--- src/rtl/mfe_pkg.sv ---
// -----------------------------------------------------------------------------
// mfe_pkg
// Shared definitions for the median-filter engine (MFE) and its image loader.
//   - Frame geometry constants (IMG_W, IMG_H) and bus widths (AW, DW, CKW).
//   - Loader state encoding (S_LOAD, S_HANDOFF, S_RUN, S_DONE).
//   - pack_xy(): the {x,y} image-memory address packing. The engine uses the
//     same function, so both sides agree on the memory layout.
// No ports (package).
// -----------------------------------------------------------------------------
package mfe_pkg;

   localparam int unsigned IMG_W = 128;
   localparam int unsigned IMG_H = 128;
   localparam int unsigned XW    = $clog2(IMG_W);
   localparam int unsigned YW    = $clog2(IMG_H);
   localparam int unsigned AW    = 14;
   localparam int unsigned DW    = 8;
   localparam int unsigned CKW   = 16;

   typedef enum logic [1:0] {
      S_LOAD    = 2'd0,
      S_HANDOFF = 2'd1,
      S_RUN     = 2'd2,
      S_DONE    = 2'd3
   } loader_state_e;

   // Address = x*IMG_H + y: column-major storage, x in the upper bits.
   function automatic logic [AW-1:0] pack_xy(input logic [XW-1:0] x, input logic [YW-1:0] y);
      return {x, y};
   endfunction

endpackage

--- src/rtl/mfe_xy_counter.sv ---
// -----------------------------------------------------------------------------
// mfe_xy_counter
// Raster-order x/y pixel counter: x advances fastest, wraps at NX-1 and
// carries into y; y wraps at NY-1 back to 0, so the last pixel returns the
// counter to (0,0).
// Ports:
//   clk, reset      clock, asynchronous active-low reset (to 0,0)
//   clear           synchronous clear to (0,0)            (highest priority)
//   load_one        synchronous load to (1,0)             (frame resync)
//   inc             advance one pixel in raster order
//   x, y            current position
//   last            position is (NX-1, NY-1)
//   origin          position is (0,0)
// -----------------------------------------------------------------------------
module mfe_xy_counter #(
   parameter int unsigned NX = 128,
   parameter int unsigned NY = 128,
   parameter int unsigned XW = $clog2(NX),
   parameter int unsigned YW = $clog2(NY)
) (
   input  logic          clk,
   input  logic          reset,
   input  logic          clear,
   input  logic          load_one,
   input  logic          inc,
   output logic [XW-1:0] x,
   output logic [YW-1:0] y,
   output logic          last,
   output logic          origin
);

   localparam logic [XW-1:0] XMAX = XW'(NX - 1);
   localparam logic [YW-1:0] YMAX = YW'(NY - 1);

   logic [XW-1:0] x_q, x_d;
   logic [YW-1:0] y_q, y_d;

   always_comb begin
      x_d = x_q;
      y_d = y_q;
      if (clear) begin
         x_d = '0;
         y_d = '0;
      end else if (load_one) begin
         // The resync pixel itself occupies (0,0); the next one is (1,0).
         x_d = XW'(1);
         y_d = '0;
      end else if (inc) begin
         if (x_q == XMAX) begin
            x_d = '0;
            y_d = (y_q == YMAX) ? '0 : y_q + 1'b1;
         end else begin
            x_d = x_q + 1'b1;
         end
      end
   end

   always_ff @(posedge clk or negedge reset) begin
      if (!reset) begin
         x_q <= '0;
         y_q <= '0;
      end else begin
         x_q <= x_d;
         y_q <= y_d;
      end
   end

   assign x      = x_q;
   assign y      = y_q;
   assign last   = (x_q == XMAX) && (y_q == YMAX);
   assign origin = (x_q == '0) && (y_q == '0);

endmodule

--- src/rtl/mfe_img_loader.sv ---
// -----------------------------------------------------------------------------
// mfe_img_loader
// Upstream feeder for the median-filter engine. Accepts a raster-order
// grayscale pixel stream (valid/ready), writes each pixel into the image
// memory at pack_xy(x,y), and once a full IMG_W x IMG_H frame is stored hands
// the memory to the engine (mfe_ready / mfe_busy), pulses frame_done when the
// engine finishes, then re-opens the stream.
//
// Ports:
//   clk, reset            clock, asynchronous active-low reset
//   s_valid/s_ready       stream handshake; beat = s_valid && s_ready
//   s_data [DW]           pixel value
//   s_sof                 first pixel of a frame; forces resync to (0,0)
//   iaddr_w/idata_w/iwen  registered image-memory write port
//   mfe_ready             engine start request
//   mfe_busy              engine busy status
//   frame_done            one-cycle pulse after the engine completes
//   sof_err               one-cycle pulse when s_sof arrives off (0,0)
//   cksum [16]            frame pixel sum (only with LOADER_CKSUM_EN)
//
// Build option: define LOADER_CKSUM_EN to enable the 16-bit wrapping frame
// checksum; otherwise cksum is tied to 0.
// -----------------------------------------------------------------------------
module mfe_img_loader
   import mfe_pkg::*;
(
   input  logic           clk,
   input  logic           reset,
   input  logic           s_valid,
   output logic           s_ready,
   input  logic [DW-1:0]  s_data,
   input  logic           s_sof,
   output logic [AW-1:0]  iaddr_w,
   output logic [DW-1:0]  idata_w,
   output logic           iwen,
   output logic           mfe_ready,
   input  logic           mfe_busy,
   output logic           frame_done,
   output logic           sof_err,
   output logic [CKW-1:0] cksum
);

   loader_state_e state_q, state_d;

   logic [XW-1:0] x;
   logic [YW-1:0] y;
   logic          last_px;
   logic          origin;

   logic          beat;
   logic          resync;

   logic          s_ready_q, s_ready_d;
   logic          mfe_ready_q, mfe_ready_d;
   logic          frame_done_q, frame_done_d;
   logic          sof_err_q;
   logic          iwen_q;
   logic [AW-1:0] iaddr_q;
   logic [DW-1:0] idata_q;

   // s_ready_q is only ever set while in S_LOAD, so beats cannot occur elsewhere.
   assign beat   = s_valid & s_ready_q;
   assign resync = beat & s_sof & ~origin;

   mfe_xy_counter #(
      .NX (IMG_W),
      .NY (IMG_H),
      .XW (XW),
      .YW (YW)
   ) u_xy_counter (
      .clk      (clk),
      .reset    (reset),
      .clear    (1'b0),
      .load_one (resync),
      .inc      (beat & ~resync),
      .x        (x),
      .y        (y),
      .last     (last_px),
      .origin   (origin)
   );

   always_comb begin
      state_d = state_q;
      case (state_q)
         S_LOAD:    if (beat && !resync && last_px) state_d = S_HANDOFF;
         S_HANDOFF: if (mfe_busy)                   state_d = S_RUN;
         S_RUN:     if (!mfe_busy)                  state_d = S_DONE;
         S_DONE:                                    state_d = S_LOAD;
         default:                                   state_d = S_LOAD;
      endcase

      // Ready only after a full cycle in S_LOAD: drops right after the last
      // beat and returns the cycle after frame_done.
      s_ready_d    = (state_q == S_LOAD) && (state_d == S_LOAD);
      // Raised one cycle after entering S_HANDOFF so the final write has landed.
      mfe_ready_d  = (state_q == S_HANDOFF) && !mfe_busy;
      frame_done_d = (state_q == S_DONE);
   end

   always_ff @(posedge clk or negedge reset) begin
      if (!reset) begin
         state_q      <= S_LOAD;
         s_ready_q    <= 1'b0;
         mfe_ready_q  <= 1'b0;
         frame_done_q <= 1'b0;
         sof_err_q    <= 1'b0;
         iwen_q       <= 1'b0;
         iaddr_q      <= '0;
         idata_q      <= '0;
      end else begin
         state_q      <= state_d;
         s_ready_q    <= s_ready_d;
         mfe_ready_q  <= mfe_ready_d;
         frame_done_q <= frame_done_d;
         sof_err_q    <= resync;
         iwen_q       <= beat;
         if (beat) begin
            iaddr_q <= resync ? '0 : pack_xy(x, y);
            idata_q <= s_data;
         end
      end
   end

`ifdef LOADER_CKSUM_EN
   logic [CKW-1:0] cksum_q;

   // Only changes on beats, so it is frozen from S_HANDOFF until the next
   // frame's first pixel restarts it.
   always_ff @(posedge clk or negedge reset) begin
      if (!reset) begin
         cksum_q <= '0;
      end else if (beat) begin
         if (origin || s_sof) begin
            cksum_q <= CKW'(s_data);
         end else begin
            cksum_q <= cksum_q + CKW'(s_data);
         end
      end
   end

   assign cksum = cksum_q;
`else
   assign cksum = '0;
`endif

   assign s_ready    = s_ready_q;
   assign mfe_ready  = mfe_ready_q;
   assign frame_done = frame_done_q;
   assign sof_err    = sof_err_q;
   assign iwen       = iwen_q;
   assign iaddr_w    = iaddr_q;
   assign idata_w    = idata_q;

endmodule

--- config.mk ---
export PLATFORM = sky130hd
export DESIGN_NAME = mfe_img_loader
export DESIGN_NICKNAME = d
export VERILOG_FILES = /design/src/rtl/mfe_pkg.sv /design/src/rtl/mfe_xy_counter.sv /design/src/rtl/mfe_img_loader.sv
export SDC_FILE = /design/constraint.sdc
export NUM_CORES = 1
export LEC_CHECK = 0
export CAP_MARGIN = 0
export CORE_MARGIN = 2
export CORE_UTILIZATION = 60
export CTS_CLUSTER_DIAMETER = 100
export DETAILED_ROUTE_END_ITERATION = 7
export DONT_BUFFER_PORTS = 1
export GPL_TIMING_DRIVEN = 0
export HOLD_SLACK_MARGIN = 0.03
export PLACE_DENSITY = 0.86
export SKIP_LAST_GASP = 1
export SLEW_MARGIN = 0
export SYNTH_ARGS = -nofsm -noshare
export SYNTH_HDL_FRONTEND = slang
export SYNTH_SLANG_ARGS = --single-unit
export TNS_END_PERCENT = 5
--- constraint.sdc ---
create_clock -name clk -period 2.88 [get_ports clk]
set_clock_uncertainty 0.1 [all_clocks]
set_input_delay 0.144 -clock clk [delete_from_list [all_inputs] [get_ports clk]]
set_output_delay 0.144 -clock clk [all_outputs]
set_load 0.01 [all_outputs]
# --- Yosys cells after proc, flatten, opt, wreduce, memory -nomap -nowiden ---
# Index checks and enable logic that the tools add are counted.
classes:
  n_bitwise: 6
  mux: 12
  n_reduce_logical: 15
  eq_ne: 5
  addsub: 2
op_table:
  columns: ["cell", "count"]
  rows:
  - ["two-way mux 7 bit", 7]
  - ["adder 7 x 1 -> 7 bit, second input constant", 2]
  - ["== test 7 bit, second input constant", 2]
  - ["zero test 7 bit", 2]
  - ["two-way mux 14 bit", 1]
  - ["one-hot mux 2 bit (4 select lines)", 1]
  - ["logical AND 1 bit", 6]
  - ["two-way mux 2 bit", 3]
  - ["bitwise AND 1 bit", 4]
  - ["== test 2 bit, second input constant", 2]
  - ["zero test 2 bit", 2]
  - ["nonzero test 2 bit", 2]
  - ["== test 2 x 1 -> 1 bit, second input constant", 1]
  - ["zero test 1 bit", 2]
  - ["inverter 1 bit", 2]
  - ["AND reduction 2 bit", 1]
word_totals:
  wordCells: 50
  input_bits: 13
  ff_bits: 43
  output_inout_bits: 43

# --- Depth between registers and ports, before layout ---
# Gate-level depths: netlist of the first run.
logic_depth:
  ltp_word: 11
  depth_mapped: 7
  mapped_depth_nobuf: 6

# --- Hierarchy ---
# From an unflattened synthesis of the first run, not the netlist that was laid out.
unflattened:
  hier_cells: 173
  area_unflattened_um2: 2019.4
modules_own_cells:
  columns: ["module", "cells_each", "area_each_um2", "seq_area_each_um2", "instances"]
  rows:
  - ["mfe_img_loader", 86, 1182.4, 725.7, 1]
  - ["mfe_xy_counter", 87, 837.1, 350.3, 1]

# --- Worst setup path after synthesis of the first run ---
# Ideal clock, no wire load.
synth_path:
  path_kind: "flip-flop to flip-flop"
  from: "reg u_xy_counter.x_q[0] (netlist: u_xy_counter.x[0])"
  to: "reg u_xy_counter.x_q[5] (netlist: u_xy_counter.x[5])"
  synth_period_minus_slack_ns: 2.124
  arrival_ns: 1.947
  setup_time_ns: 0.077
  n_path_buf: 0
  setup_slack_ns: 0.756
  stages_incl_launch_ff: 7
  required_ns: 2.703
  path_cell_list: "dfrtp_1 > inv_1 > ha_1 > or4b_4 > o31a_1 > or4_1 > o21ai_1"
synth_via:
  elab_chain_cells: 7
  elab_cells_between_ends: 12
  cone_classes: "1 x add/sub; 1 x eq/ne; 3 x mux; 4 x bitwise; 3 x reduce/logical"
synth_lines:
  columns: ["element", "line", "text"]
  rows:
  - ["from (decl)", "mfe_xy_counter.sv:35", "logic [XW-1:0] x_q, x_d;"]
  - ["from (signal assigned)", "mfe_xy_counter.sv:60", "x_q <= '0;"]
  - ["from (signal assigned)", "mfe_xy_counter.sv:63", "x_q <= x_d;"]
  - ["parallel branches: the longest is 7 deep, another holds adder 7 x 1 -> 7 bit", null, null]
# Several ways; the timed one is not identified. The select of a mux whose other input is x is not followed.
# A chain may end at the register's enable or synchronous reset.

# --- Final worst setup path of the first run ---
layout_path:
  from: "reg u_xy_counter.x_q[0] (netlist: u_xy_counter.x[0])"
  to: "reg u_xy_counter.y_q[2] (netlist: u_xy_counter.y[2])"
layout_via:
  elab_chain_cells: 8
  elab_cells_between_ends: 11
  cone_classes: "1 x eq/ne; 1 x mux; 4 x bitwise; 5 x reduce/logical"
layout_lines:
  columns: ["element", "line", "text"]
  rows:
  - ["zero test 7 bit", "mfe_xy_counter.sv:71", "assign origin = (x_q == '0) && (y_q == '0);"]
  - ["logical AND 1 bit", "mfe_xy_counter.sv:71", null]
  - ["inverter 1 bit", "mfe_img_loader.sv:63", "assign resync = beat & s_sof & ~origin;"]
  - ["bitwise AND 1 bit", "mfe_img_loader.sv:63", null]
  - ["inverter 1 bit", "mfe_img_loader.sv:75", ".inc (beat & ~resync),"]
  - ["bitwise AND 1 bit", "mfe_img_loader.sv:75", null]
  - ["nonzero test 2 bit (no source line)", null, null]
  - ["AND reduction 2 bit (no source line)", null, null]
  - ["to (signal assigned)", "mfe_xy_counter.sv:64", "y_q <= y_d;"]
  - ["to (decl)", "mfe_xy_counter.sv:36", "logic [YW-1:0] y_q, y_d;"]
# Several ways; a longest one is shown, not always the timed one.

==> results of run 1 <==
## state kept, by name, summed over array words and instances, names as in the netlist
signal,cells
sof_err,1
frame_done,1
iwen,1
s_ready,1
mfe_ready,1
iaddr_w,14
state_q,2
idata_w,8
u_xy_counter.y,7
u_xy_counter.x,7
## cells by family (layout without fill, tap and decap cells)
logic type,count (synthesis),in the layout,synth area share [%]
compound gates,46,46,15.34
fa+ha+maj,4,4,2.370
buf+inv,33,53,9.183
flops,43,43,50.95
mux,1,1,0.4740
other cells,1,16,0.1776
simple gates,95,95,21.50
## placed cells by master, fill, tap and decap left out, types with 2 or more instances in the layout
master,count
o21ai_0,13
nand2b_1,5
buf_2,2
o2bb2ai_1,4
conb_1,16
buf_4,16
dfrtp_1,43
clkbuf_4,5
nor2_1,7
ha_1,4
a21oi_1,3
a22o_1,2
and3_1,4
o311ai_1,2
or4b_4,2
a21o_1,3
dlygate4sd3_1,11
o21ai_1,4
o31ai_1,6
nand2_1,56
a21boi_0,2
inv_1,7
nand3_1,9
buf_1,3
and4_1,2
and2_1,4
clkbuf_1,5
## path summary, 6_finish.rpt
kind	start	cells past startpoint	end	slack, ns
setup / recovery	u_xy_counter.x[0]	6	u_xy_counter.y[2]	0.44
hold / removal	s_sof	3	u_xy_counter.x[5]	0.12
setup reg to reg	u_xy_counter.x[0]	6	u_xy_counter.y[2]	0.44
hold reg to reg	idata_w[6]	2	idata_w[6]	0.46
max in group asynchronous	reset	2	u_xy_counter.y[6]	2.33
min in group asynchronous	reset	2	state_q[0]	0.14
## worst max-delay path: cells and delay by family, from the launching register on
kind                       cells  cell delay [ns]
AOI/OAI and AO/OA              2             0.80
and+or+nand+nor                2             0.73
DFF                            1             0.44
adders and majority gates      1             0.15
buffers and inverters          1             0.11
## power groups by stage
| stage | combinational, mW | clock, mW | sequential, mW |
|---|---|---|---|
| CTS | 0.435 | 0.287 | 0.872 |
| global route | 0.489 | 0.308 | 0.887 |
| detailed placement | 0.403 | 0 | 0.886 |
| finish | 0.441 | 0.281 | 0.873 |
| global placement | 0.382 | 0 | 0.874 |
| floorplan | 0.320 | 0 | 0.854 |
## repair_timing
item,4_1_cts,5_1_grt
hold buffers,12,0
buffers inserted,0,0
endpoints found under the hold margin,61,0
## metal layers
layer  wire, um  share of wire [%]
met1       1741                 38
met2       2386                 52
met3        290                6.3
met4        163                3.6
met5          0                  0
## through the flow
step | area [um^2] | util [%] | setup WS (ns) | std cells
6_report | 2406 | 71.54 | 0.4438 | 304
4_1_cts | 2406 | 71.54 | 0.4909 | 304
3_5_place_dp | 2226 | 66.18 | 0.5445 | 284
2_1_floorplan | 2168 | - | 0.7565 | 238
3_3_place_gp | 2226 | 66.18 | 0.5751 | 284
5_1_grt | 2406 | 71.54 | 0.3534 | 304
## layout make-up
| class | instances | area [um^2] |
|---|---|---|
| tap | 46 | 57.56 |
| clock inverter | 1 | 5.005 |
| multi-input combinational | 162 | 898.4 |
| fill | 253 | 957.2 |
| timing repair buffer | 12 | 130.1 |
| buffer | 25 | 163.9 |
| sequential | 43 | 1076 |
| inverter | 8 | 30.03 |
| clock buffer | 7 | 45.04 |
==> impl_metrics.yaml, run 1 <==
outcome:
  status: "finished, final reports clean"
setup_path:
  worst_setup_path_end_kind: "flop"
  cp_data_arrival_time_ns: 2.59
  cp-start-kind: "flop"
  cp_max_fo: 9
  path_cells: "inv_1, ha_1, or4b_4, o31ai_4, nand2_1, o311ai_1"
  path_class: "flop to flop"
  crit_slowest_cell: "o31ai_4"
  worstPathRequired_ns: 3.03
  slowest_delay_ns: 0.49
clocking:
  cts_inserted_buffers: 5
  htreeDepth: 2
  root_buffer: "clkbuf_4"
  cts_tree: "done"
  cts_resized: 0
  clkLatencyLatePin_ns: 0.35
  clk_pin_slew_ns: 0.12
  cts_num_sinks: 43
  clockBufferDepth: 2
timing:
  period_minus_slack_ns: 2.436
  slew_viol_final: 0
  fin_crit_sh_pct: 84.59
  hold_viol: 0
  fin_tns_setup_ns: 0
  fin_hold_ws_ns: 0.1184
  rsz0062_at_grt: "no"
  max_freq_ghz: 0.4105
  setup_viol: 0
synth:
  synth_ff_type: "dfrtp_1"
  yosysWarnings: 0
  synth_top_area_share_pct: 50.95
  synthArstFlopShare_pct: 100.0
  synth_edf_count: 0
  synth_most_common_cell: "nand2_1"
  avgSynthCellArea_um2: 9.471
  syn-instance-count: 223
  synth_area_um2: 2112
  ys_seq_elements: 43
  synth_area_leaders: "dfrtp_1, nand2_1, buf_4, o21ai_0, ha_1"
  synth_commonest_cells: "nand2_1, dfrtp_1, buf_4"
  yosysUniqueCellTypes: 41
  synth_largest_area_cell: "dfrtp_1"
  synth-seq-area-share_pct: 50.95
power:
  irDropWorstVdd_uv: 312.2
  leakage_nw: 1.183
  power.total_mw: 1.595
  pwr_density_cell_nw_per_um2: 662.7
  pwr-share-seq_pct: 54.7
  netSwitchingPower_uw: 609.7
  clkPwrFrac_pct: 17.6
  p_comb_share_pct: 27.6
  swShare_pct: 38.24
  internal-power_uw: 984.8
floorplan:
  io_pins: 56
  row_count: 21
  die_x_um: 63.33
  start_util_pct: 62.80
  dieHeight_um: 63.33
  die_area_um2: 4011
  coreArea_um2: 3363
placed_design:
  gp_congestion: 0.8475
  dpl.hpwl_um: 3239
  portBuffers: 0
cells_and_area:
  antenna_cells: 0
  drive_gt1_share_pct: 12.40
  nets: 274
  syn_to_final_growth_pct: 13.92
global_routing:
  gr-usage-met3_pct: 5.000
  grt_use_met2_pct: 42.50
  use_met1_pct: 27.98
  grt_pass1_vias: 1727
  antenna_found_initial: 0
  top_usage_layer: "met2"
  grt_pass1_wl_um: 7693
  grtUsageTotal_pct: 24.58
  grt_overflow: 0
  grt_max_degree: 44
route:
  vias_per_cell: 5.730
  wl_per_cell_um: 15.07
  via_count: 1742
  ant_nets: 0
  drt_iter0_drc: 91
  route.detailed.drc: 0
  dr.pass1.iters: 4
  routed_wl_um: 4582
flow_run:
  maxCapViolCount: 0
hold_path:
  hold_path_class: "input pin to flop"
No activity file was read; power rests on OpenSTA's default activity.
==> run 2, diff against run 1 <==
Clock period 2.88 ns to 2.29 ns, I/O delays scaled along.
==> impl_metrics.yaml, run 2 (synthesis results as in run 1) <==
outcome:
  status: "finished, final reports clean"
floorplan:
  die_x_um: 63.33
  io_pins: 56
  die_area_um2: 4011
  start_util_pct: 62.80
  row_count: 21
  dieHeight_um: 63.33
  coreArea_um2: 3363
power:
  pwr_density_cell_nw_per_um2: 825.9
  irDropWorstVdd_uv: 392.3
  leakage_nw: 1.204
  power.total_mw: 2.022
timing:
  fin_crit_sh_pct: 98.58
  max_freq_ghz: 0.4430
  slew_viol_final: 0
  hold_viol: 0
  rsz0062_at_grt: "yes"
  setup_viol: 0
  period_minus_slack_ns: 2.257
  fin_hold_ws_ns: 0.08791
  finalWorstSetupSlack_ns: 0.03262
route:
  vias_per_cell: 5.675
  drt_iter0_drc: 115
  wl_per_cell_um: 15.22
  routed_wl_um: 4689
  ant_nets: 0
  dr.pass1.iters: 4
  via_count: 1748
  route.detailed.drc: 0
setup_path:
  cp_data_arrival_time_ns: 2.44
  worstPathRequired_ns: 2.48
  slowest_delay_ns: 0.48
  path_buf_inv: 1
  path_cells: "inv_1, ha_1, or4b_4, o31a_1, or4_1, o21ai_1"
  path_class: "flop to flop"
  cp_max_fo: 5
  crit_slowest_cell: "or4_1"
  worst_setup_path_end_kind: "flop"
  cpLargestDelayFamily: "simple AND/OR/NAND/NOR gates"
  cp-start-kind: "flop"
cells_and_area:
  fin_area_um2: 2449
  final_common_cell: "nand2_1"
  mostFrequentLayoutCells: "nand2_1, dfrtp_1, buf_4, conb_1, o21ai_0"
  antenna_cells: 0
  drive_gt1_share_pct: 14.89
  nets: 278
  largest_reg_flops: 14
  syn_to_final_growth_pct: 15.94
placed_design:
  gp_congestion: 0.8475
  place_ws_ns: -0.04552
  portBuffers: 0
  place_area_um2: 2226
  dpl.hpwl_um: 3239
clocking:
  clockBufferDepth: 2
  cts_num_sinks: 43
  clk_pin_slew_ns: 0.12
  root_buffer: "clkbuf_4"
  cts_tree: "done"
  cts_inserted_buffers: 5
  htreeDepth: 2
  clkLatencyLatePin_ns: 0.36
hold_path:
  hold_path_class: "input pin to flop"
global_routing:
  grt_max_degree: 44
  grt_pass1_wl_um: 7700
  antenna_found_initial: 0
  grtUsageTotal_pct: 24.62
  grt_pass1_vias: 1732
  grt_overflow: 0
flow_run:
  maxCapViolCount: 0
run 2: cell types whose count changed in the layout (fill, tap and decap cells not counted):
cell     delta
buf_2       -1
nor4_2      +1
nand2_2     +1
buf_4       +5
nand2_1     -1
nor4_1      -1
dfrtp_1     -1
dfrtp_2     +1
run 2: worst register-to-register path, stage by stage, from the launching register on:
cell and delay, ns:
dfrtp_2 0.44, inv_1 0.08, ha_1 0.16, or4b_4 0.47, o31a_1 0.38, or4_1 0.48
o21ai_1 0.08
run 2: final timing paths:
kind / start / endpoint / slack (ns) / depth (start not counted)
min reg2reg: idata_w[6] / idata_w[6] / 0.46 / 2
min: s_valid / u_xy_counter.x[5] / 0.09 / 3
max in group asynchronous: reset / idata_w[5] / 1.77 / 2
min in group asynchronous: reset / s_ready / 0.11 / 2
max reg2reg: u_xy_counter.y[0] / u_xy_counter.x[5] / 0.03 / 6
max: u_xy_counter.y[0] / u_xy_counter.x[5] / 0.03 / 6
run 2: layout make-up:
cell class	count	area (um^2)
Buffer	25	166.4
Clock buffer	7	45.04
Clock inverter	1	5.005
Fill cell	241	914.6
Inverter	8	30.03
Multi-Input combinational cell	162	907.1
Sequential cell	43	1077
Tap cell	46	57.56
Timing Repair Buffer	16	160.2
run 2: per-layer routing:
| metal | routed length, um | GRT usage (%) | share of wire (%) |
|---|---|---|---|
| met1 | 1879 | 28.10 | 40 |
| met2 | 2392 | 42.50 | 51 |
| met3 | 255 | 5.000 | 5.4 |
| met4 | 161 | 14.40 | 3.4 |
| met5 | 0 | 0 | 0 |
run 2: power breakdown:
| part | switching (mW) | internal, mW |
|---|---|---|
| clock network | 0.234 | 0.120 |
| registers | 0.183 | 0.915 |
| logic | 0.358 | 0.211 |
run 2: timing repair:
action | CTS | global route
gates resized for setup | 0 | 5
pin swaps | 1 | 1
buffers inserted | 1 | 3
hold buffers | 12 | 0
endpoints found under the setup margin | 3 | 7
hold endpoints to repair | 62 | 0
run 2: stage by stage:
step | TNS (ns) | utilization [%] | cells
2_1_floorplan | 0 | - | 238
3_3_place_gp | -0.02649 | 66.18 | 284
3_5_place_dp | -0.08382 | 66.18 | 284
4_1_cts | -0.0009817 | 71.76 | 305
5_1_grt | -0.09804 | 72.81 | 308
6_report | 0 | 72.81 | 308
